File: src/rtl/debounce_ctrl.sv
// Push-button debounce controller: 2-FF synchronizer, prescaled sample strobe,
// SAMPLES-deep history and press/release FSM. Long-press detection: DEBOUNCE_LONG_PRESS_EN.
module debounce_ctrl #(
    parameter int CLK_DIV  = 4,
    parameter int SAMPLES  = 4,
    parameter int LONG_CNT = 8
) (
    input  logic clk,
    input  logic reset,
    input  logic btn_in,
    input  logic enable,
    output logic sample_tick,
    output logic btn_level,
    output logic press_pulse,
    output logic release_pulse,
    output logic long_pulse
);
    localparam int DIV_W = $clog2(CLK_DIV);
    localparam logic [DIV_W-1:0] DIV_MAX = DIV_W'(CLK_DIV - 1);

    if (CLK_DIV < 2) begin : g_bad_div
        $error("CLK_DIV must be at least 2");
    end
    if (SAMPLES < 2) begin : g_bad_samples
        $error("SAMPLES must be at least 2");
    end
    if (LONG_CNT < 1) begin : g_bad_long
        $error("LONG_CNT must be at least 1");
    end

    typedef enum logic {
        ST_RELEASED = 1'b0,
        ST_PRESSED  = 1'b1
    } state_e;

    logic               sync1_q, sync2_q, btn_s;
    logic [DIV_W-1:0]   div_cnt_q, div_cnt_d;
    logic               tick_q, tick_d;
    logic [SAMPLES-1:0] hist_q, hist_d;
    state_e             state_q, state_d;
    logic               level_q, level_d;
    logic               press_q, press_d;
    logic               release_q, release_d;
    logic               all_hi, all_lo;

    assign btn_s  = sync2_q;
    assign all_hi = &hist_q;
    assign all_lo = ~|hist_q;

    // Synchronizer always runs; everything else freezes while enable is low.
    always_ff @(posedge clk) begin
        if (reset) begin
            sync1_q   <= 1'b0;
            sync2_q   <= 1'b0;
            div_cnt_q <= '0;
            tick_q    <= 1'b0;
            hist_q    <= '0;
            state_q   <= ST_RELEASED;
            level_q   <= 1'b0;
            press_q   <= 1'b0;
            release_q <= 1'b0;
        end else begin
            sync1_q   <= btn_in;
            sync2_q   <= sync1_q;
            div_cnt_q <= div_cnt_d;
            tick_q    <= tick_d;
            hist_q    <= hist_d;
            state_q   <= state_d;
            level_q   <= level_d;
            press_q   <= press_d;
            release_q <= release_d;
        end
    end

    // Prescaler, history shift and press/release next-state logic.
    always_comb begin
        div_cnt_d = div_cnt_q;
        tick_d    = tick_q;
        hist_d    = hist_q;
        state_d   = state_q;
        level_d   = level_q;
        press_d   = 1'b0;
        release_d = 1'b0;
        if (enable) begin
            if (div_cnt_q == DIV_MAX) begin
                div_cnt_d = '0;
                tick_d    = 1'b1;
            end else begin
                div_cnt_d = div_cnt_q + 1'b1;
                tick_d    = 1'b0;
            end
            if (tick_q) begin
                hist_d = {btn_s, hist_q[SAMPLES-1:1]};
            end else begin
                hist_d = hist_q;
            end
            // A mixed history keeps the state, so one glitch sample blocks a transition.
            case (state_q)
                ST_RELEASED: begin
                    if (all_hi) begin
                        state_d = ST_PRESSED;
                        level_d = 1'b1;
                        press_d = 1'b1;
                    end else begin
                        state_d = ST_RELEASED;
                    end
                end
                ST_PRESSED: begin
                    if (all_lo) begin
                        state_d   = ST_RELEASED;
                        level_d   = 1'b0;
                        release_d = 1'b1;
                    end else begin
                        state_d = ST_PRESSED;
                    end
                end
                default: begin
                    state_d = ST_RELEASED;
                    level_d = 1'b0;
                end
            endcase
        end else begin
            div_cnt_d = div_cnt_q;
        end
    end

`ifdef DEBOUNCE_LONG_PRESS_EN
    localparam int LONG_W = $clog2(LONG_CNT + 1);
    localparam logic [LONG_W-1:0] LONG_MAX = LONG_W'(LONG_CNT);

    logic [LONG_W-1:0] long_cnt_q, long_cnt_d;
    logic              long_q, long_d;

    // Long-press counter register.
    always_ff @(posedge clk) begin
        if (reset) begin
            long_cnt_q <= '0;
            long_q     <= 1'b0;
        end else begin
            long_cnt_q <= long_cnt_d;
            long_q     <= long_d;
        end
    end

    // Counts ticks spent in PRESSED, saturating so each press yields one long_pulse.
    always_comb begin
        long_cnt_d = long_cnt_q;
        long_d     = 1'b0;
        if (enable) begin
            if ((state_q == ST_PRESSED) && (state_d == ST_PRESSED)) begin
                if (tick_q && (long_cnt_q < LONG_MAX)) begin
                    long_cnt_d = long_cnt_q + 1'b1;
                    long_d     = (long_cnt_q == (LONG_MAX - 1'b1));
                end else begin
                    long_cnt_d = long_cnt_q;
                end
            end else begin
                long_cnt_d = '0;
            end
        end else begin
            long_cnt_d = long_cnt_q;
        end
    end

    assign long_pulse = long_q & enable;
`else
    assign long_pulse = 1'b0;
`endif

    // Gating with enable drops a strobe that is in flight when enable falls.
    assign sample_tick   = tick_q & enable;
    assign btn_level     = level_q;
    assign press_pulse   = press_q & enable;
    assign release_pulse = release_q & enable;
endmodule

File: config.mk
export PLATFORM = sky130hd
export DESIGN_NAME = debounce_ctrl
export DESIGN_NICKNAME = d
export VERILOG_FILES = /design/src/rtl/debounce_ctrl.sv
export SDC_FILE = /design/constraint.sdc
export NUM_CORES = 1
export LEC_CHECK = 0
export CORE_AREA = 10 10 47 49
export CTS_CLUSTER_DIAMETER = 60
export DETAILED_ROUTE_END_ITERATION = 8
export DIE_AREA = 0 0 57 59
export GPL_TIMING_DRIVEN = 0
export PLACE_DENSITY_LB_ADDON = 0.12
export SLEW_MARGIN = 15
export SYNTH_ARGS = -nofsm -noshare
export SYNTH_HDL_FRONTEND = slang
export SYNTH_SLANG_ARGS = --single-unit
export TNS_END_PERCENT = 20
File: constraint.sdc
create_clock -name clk -period 2 [get_ports clk]
set_input_delay 0.4 -clock clk [delete_from_list [all_inputs] [get_ports clk]]
set_output_delay 0.4 -clock clk [all_outputs]
set_load 0.01 [all_outputs]
==> run_results.csv <==
group,metric,value,unit
setup_path,crit_fanout,10,
clock_tree,cts_resized,3,
floorplanning,core,0.00140,sq mm
sta,layout_min_cycle_time,1910,ps
sta,final_hold_viol_count,0,
final_layout,final_util,45.4,%
global_routing,grt_pass1_wl,1600,microns
sta,fin_crit_sh,95.3,%
clock_tree,clkLatencyLatePin,270,ps
pwr,power.density,713,mW/mm^2
clock_tree,path_clk_slew,70,ps
clock_tree,cts_sinks,13,
logic_synthesis,yosys-top-cells-area,"dfxtp_1, a21oi_1, nand3_1",
placed_design,io_buffers,7,
routing,first_pass_iters,3,
routing,drt-vias-per-instance,4.88,
sta,hold_ws,444,ps
placed_design,dp.cells,77,
final_layout,final_nets,71,
routing,vias,395,
floorplanning,die-width,57,microns
clock_tree,cts-buffers-inserted,3,
sta,rsz0062_at_grt,"no",
routing,wl_per_cell,11.5,microns
final_layout,stdcell_count,81,
routing,drcViolationCount,0,
setup_path,crit_path_end_kind,"primary output",
final_layout,drive_above_1_share,13.8,%
floorplanning,std_cell_rows,14,
logic_synthesis,syn-num-nets,59,
sta,fin_skew,2.41,ps
logic_synthesis,yosysWarnings,0,
run_status,status,"finished, final reports clean",
floorplanning,start_util,36.8,%
clock_tree,htreeDepth,1,
clock_tree,postCtsHoldBufs,0,
routing,drt-total-wl,932,microns
final_layout,diodes,0,
final_layout,area_delta_synth_final,23.5,%
pwr,vdd_ir_drop_max,0.000391,V
global_routing,grt_pass1_vias,403,
global_routing,gr-usage-all-layers,6.09,%
clock_tree,ctsRootBufferMaster,"clkbuf_4",
placed_design,place_hpwl,675,microns
setup_path,start_kind,"primary input",
setup_path,required,1600,ps
logic_synthesis,synth.cell_area,515,sq um
logic_synthesis,synthCells,54,
sta,setup_viol,0,
logic_synthesis,yosys_register_bits,13,
logic_synthesis,ys_seq_area_share,50.5,%
run,drv_cap,0,
floorplanning,fp.dieArea,0.00336,sq mm
clock_tree,cts_tree,"built",
global_routing,overflow,0,
global_routing,antenna_found_initial,0,
min_path,hold_path_class,"flop to flop",
clock_tree,cts_setup_buffers,0,
logic_synthesis,syn-mean-instance-area,9.55,sq um
floorplanning,die-height,59,microns
clock_tree,cts_buffer_depth,2,
floorplanning,io_pins,9,
placed_design,gp_congestion,0.665,
setup_path,worstSetupPathType,"primary input to primary output",
routing,ant_nets,0,
logic_synthesis,synth_cell_types,20,
routing,drtIter0Drc,6,
sta,maxSlewViolCount,0,
logic_synthesis,synth_top_cell_by_area,"dfxtp_1",
pwr,p_leak,0.254,nW
setup_path,cp.arrival,1510,ps
logic_synthesis,synth_top_area_share,50.5,%
sta,fmax,525,MHz
global_routing,grt_max_degree,11,
## routing by layer
layer	track usage, %	part of all wire, %	routed length (microns)	up-vias
li1	-	-	-	199
met1	6.17	45	419	186
met2	9.30	48	445	8
met3	3.00	6.1	57	2
met4	5.03	0.97	9	0
met5	0	0	0	-
## area by class of cell
type,count,area (sq um)
Timing Repair Buffer,7,68.8
Multi-Input combinational cell,35,226
Inverter,3,11.3
Sequential cell,13,260
Buffer,3,23.8
Clock buffer,4,26.3
Fill cell,144,764
Tap cell,16,20.0
## cells in the mapped netlist
master and number:
ha_1 1, a31o_1 1, buf_4 1, a21oi_1 5, nor4_2 1, mux2i_1 2, dfxtp_1 13, nor3b_1 1
nand2_1 6, nor4b_4 1, nor2_1 4, and2_1 2, nor2b_1 2, and3_1 1, buf_2 2, conb_1 1
nand3_1 5, inv_1 3, nor3b_2 1, a31oi_1 1
## metrics by stage
stage,TNS (ps),setup WS [ps],power [W],area (sq um)
4_1_cts,0,72.3,0.000462,637
2_1_floorplan,0,851,0.000290,515
6_report,0,94.4,0.000454,637
3_5_place_dp,-679,-288,0.000302,606
5_1_grt,0,4.22,0.000477,637
3_3_place_gp,-671,-284,0.000301,606
## cells in the final DEF (no fill, tap or decap), types with 2 or more instances in the layout
cell	netlist	layout
dfxtp_1	13	13
nand2_1	6	6
clkdlybuf4s50_1	0	6
nand3_1	5	5
a21oi_1	5	5
nor2_1	4	4
inv_1	3	3
clkbuf_4	0	3
and2_1	2	2
mux2i_1	2	2
nor2b_1	2	2
## worst max-delay path, cell delays in order
cell and delay, ps:
dlygate4sd2_1 290, buf_6 170, and2_1 120, clkdlybuf4s50_1 530
## state kept, by name (all words and copies together), names as in the netlist
| name | flops |
|---|---|
| tick_q | 1 |
| div_cnt_q | 2 |
| release_q | 1 |
| state_q | 1 |
| btn_s | 1 |
| press_q | 1 |
| sync1_q | 1 |
| btn_level | 1 |
| hist_q | 4 |
## final timing paths
path | start | endpoint | slack, ps | cells past startpoint
setup / recovery | enable | press_pulse | 90 | 4
hold / removal | sync1_q$_SDFF_PP0_ | btn_s$_SDFF_PP0_ | 440 | 1
setup reg to reg | hist_q[0]$_SDFFE_PP0P_ | btn_level$_SDFFE_PP0P_ | 900 | 3
hold reg to reg | sync1_q$_SDFF_PP0_ | btn_s$_SDFF_PP0_ | 440 | 1
## cells by family after synthesis
kind of cell,after synthesis,share of synthesized area [%]
other cells,1,0.727
mux,2,3.88
compound gates,7,7.77
fa+ha+maj,1,2.43
flops,13,50.5
buf+inv,6,5.58
simple gates,24,29.1
## where the power goes
| part | internal (W) | total, W | switching, W |
|---|---|---|---|
| Combinational | 0.0000147 | 0.0000293 | 0.0000146 |
| Sequential | 0.000264 | 0.000266 | 0.00000261 |
| Clock | 0.0000772 | 0.000159 | 0.0000814 |
| Total | 0.000356 | 0.000454 | 0.0000986 |
Note: power is estimated with default switching activity, not from simulation.
